==> src/rtl/btn_toggle_ctrl_pkg.sv <==
// btn_pkg: shared FSM encodings and defaults for the button toggle front end.
package btn_pkg;

  typedef enum logic [1:0] {
    IDLE         = 2'd0,
    PRESS_WAIT   = 2'd1,
    PRESSED      = 2'd2,
    RELEASE_WAIT = 2'd3
  } btn_state_t;

  localparam int DB_CYCLES_DEF = 4;  // default debounce sample count
  localparam int DB_CNT_W      = 8;  // debounce counter width (DB_CYCLES <= 255)

endpackage

==> src/rtl/btn_toggle_ctrl_sync_2ff.sv <==
// sync_2ff: two-flop synchronizer for a single asynchronous level.
module sync_2ff (
  input  logic clk,
  input  logic rst,
  input  logic d,
  output logic q
);

  logic r_s1;
  logic r_s2;

  // Shift the async level through two flops; both clear on reset.
  always_ff @(posedge clk or posedge rst) begin
    if (rst) begin
      r_s1 <= 1'b0;
      r_s2 <= 1'b0;
    end else begin
      r_s1 <= d;
      r_s2 <= r_s1;
    end
  end

  assign q = r_s2;

endmodule

==> src/rtl/btn_toggle_ctrl.sv <==
// btn_toggle_ctrl: synchronize, debounce and turn each accepted button press
// into a single-cycle toggle request for a downstream T flip-flop.
module btn_toggle_ctrl
  import btn_pkg::*;
#(
  parameter int DB_CYCLES = DB_CYCLES_DEF,
  parameter int CNT_W     = 8
) (
  input  logic             clk,
  input  logic             rst,
  input  logic             btn_in,
  output logic             t_out,
  output logic             btn_level,
  output logic [CNT_W-1:0] press_cnt
);

  // Last count value before a stable level is accepted.
  localparam logic [DB_CNT_W-1:0] DB_LAST = DB_CNT_W'(DB_CYCLES - 1);

  logic                w_s2;
  btn_state_t          r_state;
  btn_state_t          w_state_nxt;
  logic [DB_CNT_W-1:0] r_db_cnt;
  logic [DB_CNT_W-1:0] w_db_nxt;
  logic                w_accept;
  logic                r_t_out;
  logic                r_btn_level;
  logic [CNT_W-1:0]    r_press_cnt;

  sync_2ff u_sync (
    .clk (clk),
    .rst (rst),
    .d   (btn_in),
    .q   (w_s2)
  );

  // State, debounce counter and registered outputs.
  always_ff @(posedge clk or posedge rst) begin
    if (rst) begin
      r_state     <= IDLE;
      r_db_cnt    <= '0;
      r_t_out     <= 1'b0;
      r_btn_level <= 1'b0;
      r_press_cnt <= '0;
    end else begin
      r_state     <= w_state_nxt;
      r_db_cnt    <= w_db_nxt;
      r_t_out     <= w_accept;
      r_btn_level <= (w_state_nxt == PRESSED) || (w_state_nxt == RELEASE_WAIT);
      if (w_accept) r_press_cnt <= r_press_cnt + 1'b1;
    end
  end

  // Next-state and debounce counting; any opposite sample restarts the wait.
  always_comb begin
    w_state_nxt = r_state;
    w_db_nxt    = r_db_cnt;
    w_accept    = 1'b0;
    unique case (r_state)
      IDLE: begin
        if (w_s2) begin
          w_state_nxt = PRESS_WAIT;
          w_db_nxt    = DB_CNT_W'(1);
        end
      end
      PRESS_WAIT: begin
        if (!w_s2) begin
          w_state_nxt = IDLE;
          w_db_nxt    = '0;
        end else if (r_db_cnt == DB_LAST) begin
          w_state_nxt = PRESSED;
          w_db_nxt    = '0;
          w_accept    = 1'b1;
        end else begin
          w_db_nxt    = r_db_cnt + 1'b1;
        end
      end
      PRESSED: begin
        if (!w_s2) begin
          w_state_nxt = RELEASE_WAIT;
          w_db_nxt    = DB_CNT_W'(1);
        end
      end
      RELEASE_WAIT: begin
        if (w_s2) begin
          w_state_nxt = PRESSED;
          w_db_nxt    = '0;
        end else if (r_db_cnt == DB_LAST) begin
          w_state_nxt = IDLE;
          w_db_nxt    = '0;
        end else begin
          w_db_nxt    = r_db_cnt + 1'b1;
        end
      end
      default: begin
        w_state_nxt = IDLE;
        w_db_nxt    = '0;
      end
    endcase
  end

  assign t_out     = r_t_out;
  assign btn_level = r_btn_level;
  assign press_cnt = r_press_cnt;

endmodule

==> config.mk <==
export PLATFORM = sky130hd
export DESIGN_NAME = btn_toggle_ctrl
export DESIGN_NICKNAME = d
export VERILOG_FILES = /design/src/rtl/btn_toggle_ctrl_pkg.sv /design/src/rtl/btn_toggle_ctrl_sync_2ff.sv /design/src/rtl/btn_toggle_ctrl.sv
export SDC_FILE = /design/constraint.sdc
export NUM_CORES = 1
export LEC_CHECK = 0
export ABC_CLOCK_PERIOD_IN_PS = 1860
export CORE_MARGIN = 2
export CORE_UTILIZATION = 50
export CTS_BUF_LIST = sky130_fd_sc_hd__clkbuf_4 sky130_fd_sc_hd__clkbuf_8
export DETAILED_ROUTE_END_ITERATION = 10
export PLACE_DENSITY_LB_ADDON = 0.15
export SETUP_SLACK_MARGIN = 0.05
export SLEW_MARGIN = 10
export SYNTH_ARGS = -nofsm -noshare
export SYNTH_HDL_FRONTEND = slang
export SYNTH_SLANG_ARGS = --single-unit
==> constraint.sdc <==
create_clock -name clk -period 1.86 [get_ports clk]
set_input_delay 0.372 -clock clk [delete_from_list [all_inputs] [get_ports clk]]
set_output_delay 0.372 -clock clk [all_outputs]
set_load 0.1 [all_outputs]
==> results.toml <==
[logic_synthesis]
synth_top_area_cell = "dfrtp_1"
synth_edf_count = 0
synthTopCellsByArea = "dfrtp_1, xnor2_1, nand2_1"
ys_seq_area_frac = 0.534
yosysUniqueCellTypes = 27
avgSynthCellArea_sq_um = 11.5
syn-num-nets = 95
synth_seq_cells = 22
synth_area_sq_mm = 0.00103
synthCells = 90
post-synth-top-count-cell = "dfrtp_1"
synthArstFlopShare = 1.00
synthTopCellsByCount = "dfrtp_1, nand2_1, nand3_1"
netlist.area_leader.share = 0.534
yosysWarnings = 0
synthFlopType = "dfrtp_1"

[timing]
fin_crit_sh = 0.972
relSlewSlack = 0.676
setup_violations = 0
min_period_ns = 1.81
worst_slew_pin_slew_ns = 0.482
final.setup.tns_ns = 0
fmaxAchievable_mhz = 553
skew_ns = 0.00830
drv_slew = 0
finalHoldViolCount = 0
rsz0062_at_grt = "true"

[die]
io_pins = 13
fp.dieH_um = 49.4
core_area_sq_mm = 0.00196
die_x_um = 49.4
rows = 16
start_util = 0.526
die-area_sq_mm = 0.00244

[cells_and_area]
area_growth_pct = 36.3
drive_gt1_frac = 0.350
layout.cells.non_filler = 144
antenna_cells = 0
layout.nets = 123

[min_path]
hp-class = "register to register"

[critical_path]
start_kind = "register"
cp_max_fo = 4
crit_type = "register to register"
slowest_delay_ns = 0.46
crit_required_ns = 2.11
slowest_stage = "or4b_1"
critPathCaptureType = "register"
path_cells = "ha_2, nor4b_4, buf_4, a211oi_4, or4b_1, nand3_1"
critPathArrivalTime_ns = 2.06

[global_route]
grt_pass1_wl_mm = 3.37
grt_max_degree = 23
grt-ovfl-total = 0
grt_pass1_vias = 805
antenna_found_initial = 0
grt_usage = 0.182

[drt]
dr.first_iter.drc_count = 12
route.met3.wl_um = 49
highest_layer = "met4"
routed_via_density = 5.24
wirelength_met1_um = 848
wl_mm = 1.97
drtAntennaViolNets = 0
first_pass_iters = 2
wl_per_cell_um = 13.7
drc_errors = 0
vias = 754
wl_met2_mm = 1.04

[cts]
cts_sinks = 22
htree_levels = 1
numCtsBuffers = 3
cts_max_path_buffers = 2
clk_pin_slew_ns = 0.12
root_buffer = "clkbuf_4"
cts_tree = "done"
cts_hold_buf = 0
clk_latency_ns = 0.31

[placed_design]
dp_cells = 133
gp_congestion = 0.860
dp_hpwl_mm = 1.38
port_buffers = 12

[job]
cap_violations = 0

[outcome]
status = "complete, no violations"

[power_and_ir_drop]
p_leak_uw = 0.000653
cellPowerDensity_mw_per_mm2 = 1280
peakVddDrop_mv = 1.27
-- cells in the final DEF (no fill, tap or decap), types with 3 or more instances in the layout --
cell type,Yosys,routed
a22o_2,3,3
a31oi_1,3,3
and3_1,3,3
buf_12,0,8
buf_4,0,14
clkbuf_4,0,3
dfrtp_1,22,22
mux2_2,3,3
nand2_1,11,11
nand3_1,7,7
nand4_1,3,3
nor2_1,4,4
xnor2_1,6,6
xor2_1,4,4
-- layout make-up --
cell class / count / area (sq um)
Clock inverter: 1 / 30.0
Fill cell: 160 / 557
Tap cell: 27 / 33.8
Inverter: 3 / 11.3
Clock buffer: 3 / 22.5
Sequential cell: 22 / 551
Multi-Input combinational cell: 64 / 472
Timing Repair Buffer: 24 / 285
-- worst paths after layout --
path                                   from          end  slack [ns]  depth (start not counted)
worst max-delay path            r_db_cnt[1]  r_db_cnt[7]        0.05                          6
worst min-delay path            u_sync.r_s1     u_sync.q        0.37                          0
worst max register to register  r_db_cnt[1]  r_db_cnt[7]        0.05                          6
worst min register to register  u_sync.r_s1     u_sync.q        0.37                          0
max in group asynchronous               rst  r_db_cnt[7]        1.26                          3
min in group asynchronous               rst     u_sync.q        0.38                          3
-- report_power, final --
| group | switching, uW | internal, uW | leakage, uW |
|---|---|---|---|
| clock network | 145 | 218 | 0.0000279 |
| logic | 461 | 309 | 0.000333 |
| registers | 104 | 557 | 0.000292 |
-- state kept, by name, summed over array words and instances (netlist names) --
signal	flops
btn_level	1
press_cnt	8
r_db_cnt	8
r_state	2
t_out	1
u_sync.q	1
u_sync.r_s1	1
-- worst max-delay path: cells and delay by family (launching register included) --
| kind | cells | cell delay [ns] |
|---|---|---|
| AO/OA/AOI/OAI | 1 | 0.28 |
| AND/OR/NAND/NOR | 3 | 0.68 |
| flip-flops | 1 | 0.43 |
| buffers and inverters | 1 | 0.15 |
| adder cells (fa/ha/maj) | 1 | 0.21 |
-- timing repair --
action	CTS	global route
buffers inserted	2	5
pin swaps	1	4
gates resized for setup	0	3
setup endpoints to repair	3	5
-- cell families after synthesis --
family	after synthesis	synth area share
buf+inv	4	0.0158
fa+ha+maj	2	0.0243
flops	22	0.534
xor+xnor	10	0.0849
compound gates	13	0.104
simple gates	36	0.204
mux	3	0.0328
-- stage by stage --
stage	hold slack (ns)	setup slack (ns)	util	power (uW)	instance area (sq um)
after global routing	0.387	0.00927	0.716	1880	1410
final	0.372	0.0516	0.716	1800	1410
after detailed placement	0.346	0.0498	0.659	1400	1290
after floorplan	0.331	0.152	-	1180	1030
after global placement	0.337	0.0982	0.659	1390	1290
after CTS	0.376	0.0906	0.693	1780	1360
-- metal layers --
layer / global-route usage / vias up
met5: 0 / -
met4: 0.0833 / 0
met3: 0.0368 / 3
li1: - / 373
met2: 0.322 / 9
met1: 0.209 / 369
Power figures use the tool's default switching activity.
